[src/rtl/pipe_stage_chain.sv]
// pipe_stage_chain: parametrised pipeline register chain with per-stage
// valid bits, optional bubble collapse, flush and occupancy tracking.
module pipe_stage_chain #(
  parameter int                DATA_W   = 32,
  parameter int                DEPTH    = 1,
  parameter logic [DATA_W-1:0] BUBBLE   = '0,
  parameter int                COLLAPSE = 0
) (
  input  logic                         CLK,
  input  logic                         RST,
  input  logic                         STALL_IN,
  input  logic                         STALL_OUT,
  input  logic                         FLUSH,
  input  logic                         IN_VALID,
  input  logic [DATA_W-1:0]            IN_DATA,
  output logic                         OUT_VALID,
  output logic [DATA_W-1:0]            OUT_DATA,
  output logic                         STALL_REQ,
  output logic [$clog2(DEPTH+1)-1:0]   OCCUPANCY
);

  localparam int OW = $clog2(DEPTH + 1);

  logic [DEPTH-1:0]  v_q;
  logic [DEPTH-1:0]  v_d;
  logic [DATA_W-1:0] d_q [DEPTH];
  logic [DATA_W-1:0] d_d [DEPTH];
  logic [OW-1:0]     occ_q;
  logic [OW-1:0]     occ_d;
  logic [DEPTH:0]    load;
  logic              acc;
  logic              pop;

  // Load enables ripple from the output side back to stage 0.
  always_comb begin
    load = '0;
    load[DEPTH] = ~STALL_OUT;
    for (int i = DEPTH - 1; i >= 0; i--) begin
      if (COLLAPSE != 0) begin
        load[i] = ~v_q[i] | load[i+1];
      end else begin
        load[i] = load[DEPTH];
      end
    end
    acc = load[0] & ~STALL_IN & IN_VALID;
    pop = v_q[DEPTH-1] & ~STALL_OUT;
  end

  // Next-state: shift loaded stages, fill stage 0, track occupancy.
  always_comb begin
    v_d   = v_q;
    d_d   = d_q;
    occ_d = occ_q;
    for (int i = 1; i < DEPTH; i++) begin
      if (load[i]) begin
        v_d[i] = v_q[i-1];
        d_d[i] = d_q[i-1];
      end
    end
    if (load[0]) begin
      v_d[0] = acc;
      d_d[0] = acc ? IN_DATA : BUBBLE;
    end
    if (acc && !pop) begin
      occ_d = occ_q + OW'(1);
    end else if (!acc && pop) begin
      occ_d = occ_q - OW'(1);
    end
    if (FLUSH) begin
      v_d   = '0;
      occ_d = '0;
      for (int i = 0; i < DEPTH; i++) begin
        d_d[i] = BUBBLE;
      end
    end
  end

  // State registers with synchronous active-low reset.
  always_ff @(posedge CLK) begin
    if (!RST) begin
      v_q   <= '0;
      occ_q <= '0;
      for (int i = 0; i < DEPTH; i++) begin
        d_q[i] <= BUBBLE;
      end
    end else begin
      v_q   <= v_d;
      occ_q <= occ_d;
      for (int i = 0; i < DEPTH; i++) begin
        d_q[i] <= d_d[i];
      end
    end
  end

  assign OUT_VALID = v_q[DEPTH-1];
  assign OUT_DATA  = d_q[DEPTH-1];
  assign STALL_REQ = ~load[0];
  assign OCCUPANCY = occ_q;

endmodule

[config.mk]
export PLATFORM = sky130hd
export DESIGN_NAME = pipe_stage_chain
export DESIGN_NICKNAME = d
export VERILOG_FILES = /design/src/rtl/pipe_stage_chain.sv
export SDC_FILE = /design/constraint.sdc
export NUM_CORES = 1
export LEC_CHECK = 0
export CAP_MARGIN = 40
export CORE_ASPECT_RATIO = 0.75
export CORE_MARGIN = 2
export CORE_UTILIZATION = 30
export DETAILED_ROUTE_END_ITERATION = 12
export DONT_BUFFER_PORTS = 1
export GPL_TIMING_DRIVEN = 0
export PLACE_DENSITY_LB_ADDON = 0.08
export SLEW_MARGIN = 15
export SYNTH_ARGS = -nofsm -noshare
export SYNTH_HDL_FRONTEND = slang
export SYNTH_SLANG_ARGS = --single-unit
[constraint.sdc]
create_clock -name CLK -period 1.4 [get_ports CLK]
set_input_delay 0.35 -clock CLK [delete_from_list [all_inputs] [get_ports CLK]]
set_output_delay 0.35 -clock CLK [all_outputs]
set_load 0.01 [all_outputs]
After elaboration in Yosys (flattened, before gate mapping). Cells that the tools add are included.

Add/sub/neg operators: 2. $mul: 0. Div/mod/pow operators: 0. Magnitude comparators: 0. Equality and inequality tests: 0. Shift-type cells: 0. Mux-type cells: 3. Bitwise logic cells: 6. Reductions and logical operators: 6.

Operators by type and width (number): $mux 32 (1); $and 1x1->1 (3); $not 1->1 (3); $logic_and 1x1->1 (2); $logic_not 1->1 (2); $mux 1 (2); $reduce_bool 2->1 (1); $reduce_or 2->1 (1); $add 1x1->1 const B (1); $sub 1x1->1 const B (1).

Register bits after elaboration: 34. Bits in latches: 0. Bits in writable memories: 0. ROM bits: 0. Output and inout port bits: 35. Logic and storage cells: 20. Memories kept: 0.

Logic depth before layout (Yosys ltp).
Word-level depth: 7. Mapped depth: 5. Gate-level depth less buffers: 3.

Worst setup path after synthesis. OpenSTA, ideal clock, no wires.

Kind: input port to flip-flop. Start point: input port STALL_OUT. End point: register d_q, in the netlist OUT_DATA[14]. Data arrival time: 1.089 ns. Data required time: 1.335 ns. Slack: 0.246 ns. Stages: 5. Path through: buf_6 -> nor3b_4 -> buf_6 -> a22oi_1 -> nor2_1.

Cells in the longest elaborated chain, start to end: 4.

RTL lines: start: declaration (line 12) `input logic STALL_OUT,`; $not 1->1 (line 37) `load[DEPTH] = ~STALL_OUT;`; $and 1x1->1 (2 in a row) (line 45) `acc = load[0] & ~STALL_IN & IN_VALID;`; $mux 32 (line 62) `d_d[0] = acc ? IN_DATA : BUBBLE;`; end signal: indexed assignment (line 90) `d_q[i] <= d_d[i];`; end: declaration (line 26) `logic [DATA_W-1:0] d_q [DEPTH];`.

Several ways; a longest one is shown, not always the timed one. A chain may end at the register's enable or synchronous reset.

Worst setup path in the final report.
Start point: register v_q, in the netlist OUT_VALID. End point: register occ_q, in the netlist OCCUPANCY.

Cells in the longest elaborated chain, start to end: 4.

RTL lines: start: declaration (line 24) `logic [DEPTH-1:0] v_q;`; start signal: assignment (line 87) `v_q <= v_d;`; $and 1x1->1 (*) (line 46) `pop = v_q[DEPTH-1] & ~STALL_OUT;`; $logic_not 1->1 (line 64) `if (acc && !pop) begin`; $logic_and 1x1->1 (line 64); $mux 1 or $reduce_bool 2->1 (tied branches); end signal: assignment (line 82) `occ_q <= '0;`; end signal: assignment (line 88) `occ_q <= occ_d;`; end: declaration (line 28) `logic [OW-1:0] occ_q;`.

Every way passes the cells marked *; elsewhere a longest branch is shown, timed or not.

==> out/qor.yml <==
clk_pin_slew_worst_paths_ns: 0.06
first_pass_iters: 4
drt-total-wl_mm: 2.668
syn_nets: 160
clock_sinks: 34
cts_tree: "yes"
hp-class: "in -> reg"
period_share_pct: 79.73
drive_above_1_share_pct: 16.15
powerDensity_nw_per_um2: 1399
finClkSkew_ns: 0.0003753
layout.nets: 167
worstReg2RegStart: "OUT_VALID"
area_growth_pct: 14.56
worstPathRequired_ns: 1.56
drt-initial-drc-count: 36
min_period_ns: 1.116
ctsHoldBuffers: 0
netlist_area_sq_um: 1229
diodes: 0
cp_max_fo: 4
critPathTopFamily: "multiplexers"
post_cts_resized: 0
die_area_sq_um: 4629
io_pins: 73
slowest_delay_ns: 0.37
port_buffers: 0
cts_max_level: 2
yosys_warnings: 0
grt_usage_pct: 11.81
fin_tns_setup_ns: 0
vias: 905
final_max_slew_viol_count: 0
post-cts-setup-buffer-count: 0
dpl.cell_count: 177
core-area_sq_um: 3979
avgSynthCellArea_sq_um: 10.07
grt_first_pass_wirelength_mm: 4.153
postRouteAntennaNets: 0
ys_types: 15
place_area_sq_um: 1297
layout_common_cells: "36 x nor2_1, 34 x dfxtp_1, 28 x a22oi_1"
grt.overflow.total: 0
critPathSlowestCell: "dfxtp_1"
finalSetupViolCount: 0
row_count: 20
clk_path_buf_depth: 2
netlist_instances: 122
arrival_ns: 1.28
tightest_slew_ns: 0.4313
antenna_found_initial: 0
slew_headroom_pct: 71.24
drv_cap: 0
peakVddDrop_mv: 0.4676
cp-end-kind: "flip-flop"
cts-root-buf: "clkbuf_8"
cp-start-kind: "flip-flop"
drcViolationCount: 0
leakage_uw: 0.0004729
postLayoutCellArea_sq_um: 1408
critPathBufInv: 0
rsz0062_at_grt: "false"
die_w_um: 77.90
die_h_um: 59.43
grt_pass1_vias: 877
path_class: "reg -> reg"
path_cells: "nor2b_1 > mux2i_1 > mux2_2"
cts_made_buffers: 5
status: "finished clean"
min_from: "IN_DATA[16]"
finalHoldViolations: 0
ys_seq_area_share_pct: 55.40
ys_seq_elements: 34
final_cells: 185
viasPerCell: 4.892
dp_hpwl_mm: 1.969
wl_per_cell_um: 14.42
gp_congestion: 0.6744
final_common_cell: "nor2_1"
max_freq_ghz: 0.8958
start_util_pct: 30.88
setup.worst_path.start: "OUT_VALID"
grt_max_degree: 12
clock_latency_ns: 0.27
[flip-flops by register name, indices dropped and copies added (netlist names)]
name	flops
OCCUPANCY	1
OUT_VALID	1
OUT_DATA	32
[metal layers]
metal	track usage [%]	part of all wire [%]	routed length [um]	vias up
met5	0	0	0	-
met2	18.23	46	1217	37
met3	6.402	10	268	2
met4	5.263	0.90	24	0
met1	13.68	43	1157	430
li1	-	-	-	436
[per-stage QoR]
step	utilization [%]	setup slack (ns)	power [uW]	hold slack, ns
final	35.38	0.2837	1969	0.2039
after detailed placement	32.61	0.02164	1122	0.4895
after CTS	35.38	0.2887	2004	0.1964
after global placement	32.61	0.05976	1119	0.4823
after global routing	35.38	0.2343	2075	0.2004
after floorplan	-	0.2461	1100	0.4795
[final timing paths]
| path | end | cells past startpoint | slack, ns |
|---|---|---|---|
| max reg2reg | OCCUPANCY | 3 | 0.28 |
| min reg2reg | OUT_DATA[7] | 2 | 0.59 |
| max | OCCUPANCY | 3 | 0.28 |
| min | OUT_DATA[16] | 2 | 0.20 |
[cell usage after synthesis]
cell type	count	area share, %
nor2_1	36	11
dfxtp_1	34	55
a22oi_1	28	17
a22oi_2	4	4.1
buf_6	4	3.7
clkbuf_1	4	1.2
buf_2	2	0.81
buf_4	2	1.2
nor2b_1	2	1.0
a21oi_1	1	0.41
inv_1	1	0.31
mux2_2	1	0.92
mux2i_1	1	0.81
nand2b_1	1	0.51
nor3b_4	1	1.5
[cells by family (layout without fill, tap and decap cells)]
| logic type | Yosys count | in the layout | share of synthesized area (%) |
|---|---|---|---|
| AND/OR/NAND/NOR | 40 | 40 | 14.05 |
| flip-flops | 34 | 34 | 55.40 |
| AO/OA/AOI/OAI | 33 | 33 | 21.59 |
| buffers and inverters | 13 | 21 | 7.229 |
| multiplexers | 2 | 2 | 1.731 |
[cell type report]
cell class	instances	area, sq um
buffer	12	85.08
clock inverter	2	37.54
sequential	34	680.7
clock buffer	6	72.57
multi-input combinational	75	459.2
inverter	1	3.754
fill	433	2571
tap	55	68.82
[report_power, final]
part	switching [uW]	internal, uW
clock network	341	531
logic	60.7	43.1
registers	14.7	979
(Power assumes the default switching activity.)
